===== src/rtl/fetch_sequencer.sv =====
// rtl/fetch_sequencer.sv - instruction fetch sequencer with single outstanding request
//
// Purpose:
//   Walks a program counter through instruction memory, one request in
//   flight at a time, and presents each returned word in a one-entry
//   output buffer. It also handles branch redirects, discards stale
//   responses and stops cleanly on halt.
//
// Optional build macro:
//   FETCH_SEQ_PERF_EN - adds perf_fetch_cnt, a saturating 16-bit count of
//                       instructions accepted downstream.
//
// Ports:
//   clk, reset         clock, synchronous active-high reset
//   run, halt          start fetching (level) / stop after outstanding fetch (level)
//   branch_valid       one-cycle redirect strobe, branch_target sampled with it
//   imem_req/addr/gnt  memory request, address, accept
//   imem_rvalid/rdata  memory read response
//   instr_valid/data/pc/ready  output instruction buffer and downstream accept
//   pc                 current fetch PC
//   busy               1 whenever the sequencer is not idle
//   perf_fetch_cnt     accepted-instruction count (FETCH_SEQ_PERF_EN only)

module fetch_sequencer #(
  parameter int ADDR_W  = 9,
  parameter int INSTR_W = 16
) (
  input  logic               clk,
  input  logic               reset,
  input  logic               run,
  input  logic               halt,
  input  logic               branch_valid,
  input  logic [ADDR_W-1:0]  branch_target,
  output logic               imem_req,
  output logic [ADDR_W-1:0]  imem_addr,
  input  logic               imem_gnt,
  input  logic               imem_rvalid,
  input  logic [INSTR_W-1:0] imem_rdata,
  output logic               instr_valid,
  output logic [INSTR_W-1:0] instr_data,
  output logic [ADDR_W-1:0]  instr_pc,
  input  logic               instr_ready,
  output logic [ADDR_W-1:0]  pc,
  output logic               busy
`ifdef FETCH_SEQ_PERF_EN
  ,
  output logic [15:0]        perf_fetch_cnt
`endif
);

  typedef enum logic [1:0] {
    S_IDLE  = 2'd0,
    S_FETCH = 2'd1,
    S_WAIT  = 2'd2
  } state_t;

  state_t             state;
  state_t             state_next;
  logic [ADDR_W-1:0]  req_pc;
  logic               discard;
  logic               halt_pend;

  logic               xfer;
  logic               accept;
  logic               fill;
  logic               halt_any;
  logic               set_discard;

  // Request handshake completes this cycle.
  assign xfer     = imem_req & imem_gnt;
  // Downstream takes the buffered instruction this cycle.
  assign accept   = instr_valid & instr_ready;
  // A live response is written to the buffer; a redirect in the same cycle
  // wins and the response is simply dropped.
  assign fill     = (state == S_WAIT) & imem_rvalid & ~discard & ~branch_valid;
  assign halt_any = halt | halt_pend;

  // A redirect orphans the request in flight. If its response lands in the
  // same cycle as the redirect there is nothing left to wait for, so the
  // flag is only needed when the response is still to come.
  assign set_discard = branch_valid &
                       (((state == S_WAIT) & ~imem_rvalid) | xfer);

  // ---------------------------------------------------------------------
  // State register
  // ---------------------------------------------------------------------
  always_ff @(posedge clk) begin
    if (reset) begin
      state <= S_IDLE;
    end else begin
      state <= state_next;
    end
  end

  // ---------------------------------------------------------------------
  // Next-state logic
  // ---------------------------------------------------------------------
  always_comb begin
    state_next = state;
    if (branch_valid) begin
      // Redirect restarts fetching from the new PC, except when idle where
      // it only preloads the PC.
      state_next = (state == S_IDLE) ? S_IDLE : S_FETCH;
    end else begin
      case (state)
        S_IDLE: begin
          if (run && !halt) begin
            state_next = S_FETCH;
          end
        end
        S_FETCH: begin
          if (xfer) begin
            state_next = S_WAIT;
          end else if (halt_any) begin
            state_next = S_IDLE;
          end
        end
        S_WAIT: begin
          if (imem_rvalid) begin
            state_next = halt_any ? S_IDLE : S_FETCH;
          end
        end
        default: begin
          state_next = S_IDLE;
        end
      endcase
    end
  end

  // ---------------------------------------------------------------------
  // Output logic
  // ---------------------------------------------------------------------
  always_comb begin
    imem_req  = 1'b0;
    imem_addr = '0;
    busy      = (state != S_IDLE);
    // Request only when the buffer can take the answer (empty or draining
    // now) and no orphaned response is still due back.
    if ((state == S_FETCH) && !discard && (!instr_valid || instr_ready)) begin
      imem_req = 1'b1;
    end
    if (imem_req) begin
      imem_addr = pc;
    end
  end

  // ---------------------------------------------------------------------
  // PC, request tracking and output buffer
  // ---------------------------------------------------------------------
  always_ff @(posedge clk) begin
    if (reset) begin
      pc          <= '0;
      req_pc      <= '0;
      instr_valid <= 1'b0;
      instr_data  <= '0;
      instr_pc    <= '0;
      discard     <= 1'b0;
      halt_pend   <= 1'b0;
    end else begin
      if (xfer) begin
        req_pc <= pc;
      end

      // PC advances only when a response is accepted into the buffer; it
      // wraps naturally at 2^ADDR_W.
      if (branch_valid) begin
        pc <= branch_target;
      end else if (fill) begin
        pc <= req_pc + ADDR_W'(1);
      end

      // An idle redirect only preloads the PC and leaves the buffer alone.
      if (branch_valid && (state != S_IDLE)) begin
        instr_valid <= 1'b0;
      end else if (fill) begin
        instr_valid <= 1'b1;
        instr_data  <= imem_rdata;
        instr_pc    <= req_pc;
      end else if (accept) begin
        instr_valid <= 1'b0;
      end

      // Any response arriving while discard is set is the orphaned one.
      if (set_discard) begin
        discard <= 1'b1;
      end else if (imem_rvalid) begin
        discard <= 1'b0;
      end

      if (state_next == S_IDLE) begin
        halt_pend <= 1'b0;
      end else if (halt) begin
        halt_pend <= 1'b1;
      end
    end
  end

`ifdef FETCH_SEQ_PERF_EN
  // ---------------------------------------------------------------------
  // Accepted-instruction counter, sticks at all-ones
  // ---------------------------------------------------------------------
  always_ff @(posedge clk) begin
    if (reset) begin
      perf_fetch_cnt <= '0;
    end else if (accept && (perf_fetch_cnt != 16'hFFFF)) begin
      perf_fetch_cnt <= perf_fetch_cnt + 16'd1;
    end
  end
`endif

endmodule


===== config.mk =====
export PLATFORM = sky130hd
export DESIGN_NAME = fetch_sequencer
export DESIGN_NICKNAME = d
export VERILOG_FILES = /design/src/rtl/fetch_sequencer.sv
export SDC_FILE = /design/constraint.sdc
export NUM_CORES = 1
export LEC_CHECK = 0
export ABC_CLOCK_PERIOD_IN_PS = 1400
export CAP_MARGIN = 20
export CORE_ASPECT_RATIO = 0.75
export CORE_MARGIN = 2
export CORE_UTILIZATION = 30
export DETAILED_ROUTE_END_ITERATION = 10
export DONT_BUFFER_PORTS = 1
export GPL_TIMING_DRIVEN = 0
export PLACE_DENSITY_LB_ADDON = 0.05
export RECOVER_POWER = 25
export SETUP_SLACK_MARGIN = 0.2
export SLEW_MARGIN = 20
export SYNTH_ARGS = -nofsm -noshare
export SYNTH_HDL_FRONTEND = slang
export SYNTH_SLANG_ARGS = --single-unit

===== constraint.sdc =====
create_clock -name clk -period 1.4 [get_ports clk]
set_input_delay 0.14 -clock clk [delete_from_list [all_inputs] [get_ports clk]]
set_output_delay 0.14 -clock clk [all_outputs]
set_load 0.05 [all_outputs]

Yosys cells after proc, flatten, opt, wreduce, memory -nomap -nowiden
Index checks and enable logic that the tools add are counted.

Input port bits: 33. Bits in registers: 48.

Bitwise operators: 13. $add $sub $neg: 1. Muxes and demuxes: 16. Equality and inequality tests: 2. Reductions and logical operators: 17.

Operator list (number): 2-to-1 mux 9 bit (3); 2-to-1 mux 2 bit (5); adder 9 x 1 -> 9 bit, second input constant (1); nonzero test 2 bit (4); bitwise AND 1 bit (7); 2-to-1 mux 1 bit (7); one-hot mux 2 bit (3 select lines) (1); logical AND 1 bit (4); zero test 2 bit (2); inverter 1 bit (4); OR reduction 2 bit (2); zero test 1 bit (3); == test 2 x 1 -> 1 bit, second input constant (1); == test 2 bit, second input constant (1); bitwise OR 1 bit (2); AND reduction 2 bit (1); logical OR 1 bit (1).

Longest topological paths before layout
Gate-level depths: netlist (run 1).

Depth in word-level cells: 10. Gate-level depth with buffers: 6. Gate-level depth less buffers: 5.

Worst setup path after synthesis (run 1)
No wires, ideal clock.

Kind: register to output. Start: register instr_valid. End: output port imem_addr[0]. Arrival time: 2.347 ns. Required time: 1.260 ns. Slack: -1.087 ns. Cell stages (with the launch flop): 4. Cell sequence: dfxtp_1 > nor2b_1 > nor4_2 > and2_1.

Longest elaborated chain between the ends: 5.

RTL lines: start, declared (RTL line 39) `output logic instr_valid,`; start signal, assigned (RTL line 154) `instr_valid <= 1'b0;`; start signal, assigned (RTL line 174) `instr_valid <= 1'b0;`; start signal, assigned (RTL line 176) `instr_valid <= 1'b1;`; zero test 1 bit (RTL line 139) `if ((state == S_FETCH) && !discard && (!instr_valid || instr_ready)) begin`; logical OR 1 bit (RTL line 139); logical AND 1 bit (RTL line 139); 2-to-1 mux 1 bit (RTL line 139); named net imem_req (RTL line 34) `output logic imem_req,`; 2-to-1 mux 9 bit (RTL line 142) `if (imem_req) begin`; end, declared (RTL line 35) `output logic [ADDR_W-1:0] imem_addr,`.

The timed path passes the listed nets, and every way through them passes these cells.

Final worst setup path (run 1)
Start: register state[0]. End: output port imem_addr[1].

Longest elaborated chain between the ends: 5.

RTL lines: start, declared (RTL line 57) `state_t state;`; start signal, assigned (RTL line 91) `state <= state_next;`; == test 2 x 1 -> 1 bit (RTL line 139); logical AND 1 bit (2 in series) (RTL line 139); 2-to-1 mux 1 bit (RTL line 139); named net imem_req (RTL line 34); 2-to-1 mux 9 bit (RTL line 142).

The timed path passes the listed nets, and every way through them passes these cells.

==> results of run 1 <==
[layer usage]
metal  routed length, µm  GRT usage (%)  up-vias  share of wire, %
li1                    -              -      961                 -
met1                3220           23.0      926                48
met2                2980           23.7       58                44
met3                 475           5.07        5               7.1
met4                  40           3.29        0              0.60
met5                   0              0        -                 0
[cell usage in the layout (no fill, tap or decap), types with 3 or more instances in the layout]
master / instances
dfxtp_1: 40
nand2_1: 35
a21oi_2: 21
dlygate4sd3_1: 21
buf_6: 19
nor2_1: 19
nand2_4: 17
buf_4: 12
mux2i_1: 10
and2_4: 9
a21oi_1: 9
nand2_2: 8
clkbuf_1: 6
dfxtp_2: 6
clkbuf_8: 5
o22ai_1: 4
clkbuf_16: 4
xor2_1: 3
nand3_1: 3
xnor2_1: 3
[state kept, by name, summed over array words and instances, names as in the netlist]
register     flops
req_pc           9
pc               9
instr_valid      1
instr_data      16
instr_pc         9
halt_pend        1
state            2
discard          1
[worst register-to-register path: cells and delay by family (launching register included)]
| kind | cells | cell delay (ns) |
|---|---|---|
| flip-flops | 1 | 0.32 |
| buffers and inverters | 5 | 0.57 |
| multiplexers | 2 | 0.43 |
| AND/OR/NAND/NOR | 2 | 0.33 |
[through the flow]
stage | area (µm²) | setup slack (ns) | power [mW]
5_1_grt | 3250 | -0.487 | 2.89
4_1_cts | 2660 | -0.508 | 2.71
3_3_place_gp | 2250 | -0.746 | 1.71
6_report | 3250 | -0.405 | 2.76
3_5_place_dp | 2270 | -0.358 | 1.72
2_1_floorplan | 2140 | -0.469 | 1.66
[cell families (layout without fill, tap and decap cells)]
| kind of cell | after synthesis | after routing |
|---|---|---|
| muxes | 11 | 11 |
| DFF | 48 | 48 |
| buffers and inverters | 18 | 76 |
| and+or+nand+nor | 116 | 116 |
| AOI/OAI and AO/OA | 49 | 49 |
| adders and majority gates | 1 | 1 |
| xor gates and xnor gates | 6 | 6 |
[layout make-up]
class                      count  area, µm²
buffer                        16        139
sequential                    48        976
clock buffer                   7       97.6
multi-input combinational    183       1380
tap                           84        105
inverter                       2       7.51
timing repair buffer          50        537
fill                         656       3480
clock inverter                 1       5.00
[how the worst max path moves through the flow]
stage	endpoint	cells past startpoint
final	imem_addr[1]	6
after global routing	imem_addr[1]	6
after CTS	imem_addr[5]	5
after detailed placement	imem_addr[5]	6
after global placement	imem_addr[6]	4
after floorplan	imem_addr[0]	3
[what timing repair did]
action / 4_1_cts / 5_1_grt
endpoints found under the setup margin: 58 / 62
setup buffers: 5 / 18
pin swaps: 1 / 31
cloned: 0 / 4
hold buffers: 20 / 1
gates resized for setup: 19 / 105
hold endpoints to repair: 20 / 1
[report_power, final]
part	internal (mW)	leakage [nW]	switching, mW	total, mW
Clock	0.459	0.0534	0.473	0.933
Sequential	1.39	0.393	0.0908	1.48
Combinational	0.172	0.693	0.175	0.346
==> results.cfg, run 1 <==
[critical_path]
worst_path_largest_cell_delay_ns = 0.33
cp_common_cell = buf_6
crit_path_start = state[0]$_SDFF_PP0_
cp_slowest_cell = dfxtp_2
worstReg2RegEnd = pc[1]$_SDFFE_PP0P_
reg2reg_depth = 9
rrSetupSlack_ns = -0.38
crit_chain = buf_6, inv_2, nor4_4, buf_6, buf_6, and2_4
worstSetupStartpointType = flip-flop
cp_max_fo = 5
path_buf_inv = 4
cp_top_family = simple AND/OR/NAND/NOR gates
arrival_ns = 1.66
cp_data_required_time_ns = 1.26
end_kind = output port
r2r-start = state[0]$_SDFF_PP0_
critPathKind = flip-flop to output port

[cells_and_area]
antennaDiodeCount = 0
fin_util_pct = 48.3
area_delta_synth_final_pct = 57.1
drive_gt1_share_pct = 41.7
fin_nets = 340
instances_no_fill = 391

[yosys]
synth_top_family_by_area = simple AND/OR/NAND/NOR gates
synthTopCellsByArea = dfxtp_1 46%, nand2_1 11%, a21oi_1 7.3%
synth_edf_count = 0
yosys.area.top_type = dfxtp_1
synthCells = 249
synthMuxAreaShare_pct = 5.38
synth_top_area_share_pct = 46.4
yosys-top-cells-count = 60 x nand2_1, 48 x dfxtp_1, 30 x a21oi_1
synth_xor_area_share_pct = 2.54
ys_ff_latch = 48
yosys_warnings = 0
synthFlopType = dfxtp_1
synth-compound-area-share_pct = 14.0
synth_area_mm2 = 0.00207
synth_cell_types = 43
synthSimpleGateAreaFrac_pct = 26.6
synthArstFlopShare_pct = 0
avgSynthCellArea_um2 = 8.31
yosysMostFrequentCell = nand2_1
ys_seq_area_share_pct = 46.4
syn-num-nets = 283
synthAdderAreaFrac_pct = 0.605

[timing]
fin_crit_sh_pct = 129
setup_ws_ns = -0.405
hold_slack_ns = 0.0192
clock_skew_ns = 0.00396
fin_setup_tns_ns = -15.64
setup_viol = 58
max_freq_mhz = 554
tightestPinTransition_ns = 0.814
rsz0062_at_grt = yes
layout_min_cycle_time_ns = 1.80
hold_violations = 0
finalMaxSlewViolations = 0
slew_headroom_pct = 45.7

[grt]
grt_max_degree = 15
grt_usage_pct = 16.0
antenna_found_initial = 0
grt-ovfl-total = 0
grt_pass1_vias = 1776
grt_pass1_wl_um = 9480

[cts]
clock-sinks = 48
htreeDepth = 2
insertion_delay_ns = 0.30
cts.clk_slew.worst_paths_ns = 0.09
numCtsBuffers = 5
cts_tree = built
clockBufferDepth = 2
root_buffer = clkbuf_8

[die]
core_region_area_mm2 = 0.00673
num_rows = 26
initial_core_util_pct = 30.7
pin_count = 79
die_h_um = 75.9
dieArea_mm2 = 0.00759
die_x_um = 99.9

[detailed_routing]
dr_total_vias = 1950
routed_wl_um = 6720
first_iter_violations = 45
drtPass1Iterations = 4
viasPerCell = 4.99
wire_per_inst_um = 17.2
drcViolationCount = 0
ant_nets = 0

[pwr]
peakVddDrop_mv = 0.372
p_leak_nw = 1.14
pwr_density_cell_mw_per_mm2 = 848

[run_status]
violations = negative setup slack
status = complete, but fails checks

[place]
dp_cells = 335
gp_congestion = 0.714
io_buffers = 0
dp_hpwl_um = 4190

[hold_path]
holdPathStages = 2
whs_endpoint = discard$_SDFFE_PP0P_
hold_start = imem_rvalid
hold_class = primary input to flip-flop

[job]
maxCapViolCount = 0
Note: power is estimated with default switching activity, not from simulation.
==> inputs of run 2 (changes only) <==
ABC_CLOCK_PERIOD_IN_PS = 2200   (was 1400)
CORE_ASPECT_RATIO = 2   (was 0.75)
GPL_TIMING_DRIVEN = unset   (was 0)
clock period = 2.2 ns   (was 1.4 ns; I/O delays follow)
==> run 2 against run 1 <==
Net effect:
- the run now ends clean
- sequential share of layout area up 10 points
- critical path depth is 2 lower
- cell area fell by 27%
- die area rose by 0.44%
- cell count down 13%
- clock power is 14% lower
- clock-buffer cell count fell by 1
- largest power group unchanged
- sequential power shrank 37%
- combinational power shrank 62%
- clock skew up 0.0028 ns
- worst setup slack better by 0.63 ns
- highest routed layer unchanged
==> results.cfg, run 2 (synthesized netlist as in run 1, its figures left out) <==
[critical_path]
rrSetupSlack_ns = 0.51
cp_data_required_time_ns = 1.98
arrival_ns = 1.75
cp_max_fo = 10
end_kind = output port
critPathKind = flip-flop to output port
crit_path_start = instr_valid$_SDFFE_PP0P_
r2r-start = state[1]$_SDFF_PP0_
worstSetupStartpointType = flip-flop

[die]
core_region_area_mm2 = 0.00667
die_h_um = 121
initial_core_util_pct = 31.0
dieArea_mm2 = 0.00762
pin_count = 79
die_x_um = 62.7
num_rows = 42

[detailed_routing]
ant_nets = 0
dr_total_vias = 1729
viasPerCell = 5.07
routed_wl_um = 5660
drcViolationCount = 0
drtPass1Iterations = 4
first_iter_violations = 94
wire_per_inst_um = 16.6

[grt]
grt_pass1_wl_um = 9140
grt_pass1_vias = 1692
grt-ovfl-total = 0
grt_usage_pct = 15.8
grt_max_degree = 44
antenna_found_initial = 0

[timing]
fin_crit_sh_pct = 89.6
fin_setup_tns_ns = 0
max_freq_mhz = 507
layout_min_cycle_time_ns = 1.97
clock_skew_ns = 0.00677
rsz0062_at_grt = no
slew_headroom_pct = 53.1
finalMaxSlewViolations = 0
setup_ws_ns = 0.229
tightestPinTransition_ns = 0.704
setup_viol = 0
hold_violations = 0

[pwr]
peakVddDrop_mv = 0.362
pwr_density_cell_mw_per_mm2 = 782
p_leak_nw = 0.801

[cts]
numCtsBuffers = 5
cts.clk_slew.worst_paths_ns = 0.07
clockBufferDepth = 2
ctsResizeCount = 0
root_buffer = clkbuf_16
clock-sinks = 48
htreeDepth = 2
cts_tree = built
insertion_delay_ns = 0.30

[cells_and_area]
final_cell_mix = 60 x nand2_1, 48 x dfxtp_1, 30 x a21oi_1, 20 x nor2_1, 10 x mux2i_1
antennaDiodeCount = 0
regMostFlops = instr_data
fillerInstances = 737
largest_reg_flops = 16
final_common_cell = nand2_1
multiInputGateArea_mm2 = 0.00106
drive_gt1_share_pct = 11.9
seq_area_um2 = 961
area_delta_synth_final_pct = 14.9
fin_nets = 286

[hold_path]
hold_class = primary input to flip-flop
hold_start = reset

[job]
maxCapViolCount = 0

[place]
place_ws_ns = 0.518
io_buffers = 0
gp_congestion = 0.698
dp_hpwl_um = 3970

[run_status]
status = completed
[run 2: cell types whose count changed in the layout (fill, tap and decap cells not counted), moves of 17 or more]
cell | previous run | this run
dlygate4sd3_1 | 21 | 0
a21oi_1 | 9 | 30
nand2_4 | 17 | 0
nand2_1 | 35 | 60
buf_6 | 19 | 0
a21oi_2 | 21 | 0
[run 2: worst paths after layout]
check                                         endpoint  depth (start not counted)
worst max-delay path                      imem_addr[2]                          4
worst min-delay path                pc[3]$_SDFFE_PP0P_                          1
worst max register to register      pc[1]$_SDFFE_PP0P_                          4
worst min register to register  req_pc[8]$_SDFFE_PP0P_                          2
[run 2: report_power, final]
group          total [mW]  internal (mW)  switching [mW]  leakage [nW]
clock               0.801          0.453           0.348        0.0734
combinational       0.133         0.0462          0.0864         0.339
sequential          0.926          0.885          0.0416         0.389
total                1.86           1.38           0.476         0.801
[run 2: per-stage QoR]
stage | area (µm²) | cells | utilization [%] | hold WS (ns) | power [mW]
finish | 2380 | 341 | 35.6 | 0.0302 | 1.86
global route | 2380 | 341 | 35.6 | 0.0156 | 1.94
CTS | 2400 | 341 | 35.9 | 0.0213 | 1.90
detailed placement | 2220 | 332 | 33.3 | 0.293 | 1.07
global placement | 2220 | 332 | 33.3 | 0.290 | 1.07
floorplan | 2110 | 249 | - | 0.356 | 1.05
[run 2: critical path, stage by stage, from the launching register on]
cell and delay (ns):
dfxtp_1 0.64, nor2b_4 0.33, nor4_4 0.06, buf_4 0.19
and2_4 0.23
[run 2: timing repair]
| item | CTS | global route |
|---|---|---|
| hold buffers | 1 | 0 |
| buffers inserted | 0 | 0 |
| hold endpoints to repair | 43 | 0 |
[run 2: layout make-up]
type	count	share of cell area (%)
clock buffers	6	5.84
clock inverters	2	0.579
inverters	2	0.316
multi-input cells	183	44.6
flip-flops and latches	48	40.4
well taps	88	4.63
repair buffers	12	3.68
[run 2: routing by layer]
| metal | wire length (µm) | global-route usage, % | up-vias |
|---|---|---|---|
| met5 | 0 | 0 | - |
| met4 | 109 | 7.08 | 0 |
| met3 | 347 | 4.27 | 9 |
| met2 | 3130 | 29.7 | 66 |
| met1 | 2070 | 15.8 | 809 |
| li1 | - | - | 845 |
==> inputs of run 3 (changes only) <==
CELL_PAD_IN_SITES_DETAIL_PLACEMENT = 1   (was unset)
CELL_PAD_IN_SITES_GLOBAL_PLACEMENT = 1   (was unset)
==> run 3 against run 2 <==
Net effect:
- sequential share of layout area about the same
- cell count down 0.88%
- fmax about the same
- core utilization hardly changed
- sequential power rose by 0.5%
- worst setup slack got worse by 0.0014 ns
- clock power rose by 7.0%
- first-iteration DRC count is 9.6% higher
- clock skew fell by 0.0012 ns
- combinational power decreased by 4%
- clock-buffer cell count increased by 1
- register-to-register slack got worse by 0.03 ns
- largest cell class unchanged
- largest power group unchanged
==> results.cfg, run 3 (synthesized netlist as in run 1, its figures left out) <==
[timing]
finalMaxSlewViolations = 0
slew_headroom_pct = 52.7
layout_min_cycle_time_ns = 1.97
rsz0062_at_grt = no
clock_skew_ns = 0.00556
max_freq_mhz = 507
tightestPinTransition_ns = 0.709
fin_setup_tns_ns = 0
fin_crit_sh_pct = 89.7
setup_viol = 0
hold_violations = 0

[cells_and_area]
multiInputGateArea_mm2 = 0.00106
largest_reg_flops = 16
design_area_mm2 = 0.00238
regMostFlops = instr_data
fin_nets = 283
area_delta_synth_final_pct = 15.1
final_common_cell = nand2_1
seq_area_um2 = 962
final_cell_mix = 60 x nand2_1, 47 x dfxtp_1, 30 x a21oi_1, 20 x nor2_1, 10 x mux2i_1
antennaDiodeCount = 0
drive_gt1_share_pct = 11.6
fillerInstances = 830

[grt]
antenna_found_initial = 0
grt_usage_pct = 16.1
grt_max_degree = 44
grt_pass1_wl_um = 9320
grt-ovfl-total = 0
grt_pass1_vias = 1849

[critical_path]
crit_chain = nor2b_4, nor4_4, buf_4, and2_4
worst_path_largest_cell_delay_ns = 0.64
path_buf_inv = 1
worstSetupStartpointType = flip-flop
cp_data_required_time_ns = 1.98
end_kind = output port
cp_slowest_cell = dfxtp_1
arrival_ns = 1.75
cp_top_family = flip-flops
cp_max_fo = 10
critPathKind = flip-flop to output port

[job]
maxCapViolCount = 0

[detailed_routing]
wire_per_inst_um = 17.3
routed_wl_um = 5860
dr_total_vias = 1716
viasPerCell = 5.08
drcViolationCount = 0
first_iter_violations = 103
ant_nets = 0
drtPass1Iterations = 4

[cts]
numCtsBuffers = 5
cts_setup_buffers = 0
cts_tree = built
insertion_delay_ns = 0.29
root_buffer = clkbuf_16
clockBufferDepth = 2
clock-sinks = 48
htreeDepth = 2
cts.clk_slew.worst_paths_ns = 0.06

[place]
dpl-instance-area_mm2 = 0.00220
io_buffers = 0
gp_congestion = 0.763
dp_hpwl_um = 4020

[pwr]
p_leak_nw = 0.801
peakVddDrop_mv = 0.315
intPower_mw = 1.45
combPwrFrac_pct = 6.7
seqPwrFrac_pct = 48.6
power.switching_mw = 0.463
switching_share_pct = 24.1
pwr_density_cell_mw_per_mm2 = 805
pwr-share-clk_pct = 44.7

[die]
die_x_um = 62.7
dieArea_mm2 = 0.00762
initial_core_util_pct = 31.0
num_rows = 42
core_region_area_mm2 = 0.00667
pin_count = 79
die_h_um = 121

[hold_path]
hold_class = primary input to flip-flop

[run_status]
status = completed
==> run 3: per-stage QoR <==
stage / instances / total power, mW / worst slack [ns] / util, % / hold slack, ns
final: 338 / 1.92 / 0.228 / 35.7 / 0.0371
after global routing: 338 / 1.99 / 0.164 / 35.7 / 0.0308
after CTS: 338 / 1.96 / 0.250 / 35.9 / 0.0270
after detailed placement: 329 / 1.07 / 0.493 / 33.0 / 0.294
after global placement: 329 / 1.06 / 0.533 / 33.0 / 0.289
after floorplan: 249 / 1.05 / 0.238 / - / 0.356
==> run 3: final timing paths <==
path,from,to,slack [ns],cells past startpoint
worst max register to register,instr_valid$_SDFFE_PP0P_,halt_pend$_SDFFE_PP0P_,0.48,5
worst min register to register,req_pc[8]$_SDFFE_PP0P_,instr_pc[8]$_SDFFE_PP0P_,0.50,2
worst min-delay path,reset,pc[4]$_SDFFE_PP0P_,0.04,1
worst max-delay path,instr_valid$_SDFFE_PP0P_,imem_addr[8],0.23,4
==> run 3: per-layer routing <==
metal  routed length [µm]  part of all wire, %  vias up  global-route usage, %
met5                    0                    0        -                      0
met2                 3160                   54       58                   29.7
li1                     -                    -      846                      -
met3                  317                  5.4       13                   4.08
met4                  190                  3.2        0                   9.58
met1                 2200                   38      799                   15.9
==> run 3: final cells by class <==
class,instances,share of cell area (%)
Timing Repair Buffer,9,2.89
Tap cell,88,4.62
Clock inverter,1,0.368
Multi-Input combinational cell,183,44.5
Sequential cell,48,40.4
Clock buffer,7,6.88
Inverter,2,0.315
==> run 3: worst reg2reg max path: stages, from the launching register on <==
cell	delay [ns]
dfxtp_1	0.64
nor2b_4	0.32
nor3_2	0.07
buf_4	0.21
o21bai_1	0.24
a211oi_1	0.11
==> run 3: power groups by stage <==
stage / Combinational [mW] / Clock, mW / Sequential (mW)
final: 0.128 / 0.857 / 0.931
after global routing: 0.139 / 0.916 / 0.934
after CTS: 0.133 / 0.897 / 0.930
after detailed placement: 0.115 / 0 / 0.950
after global placement: 0.115 / 0 / 0.950
after floorplan: 0.102 / 0 / 0.953
==> run 3: timing repair <==
action                     CTS  global route
hold endpoints to repair    43             0
setup endpoints to repair    0            10
resized for setup            0             1
hold buffers                 1             0
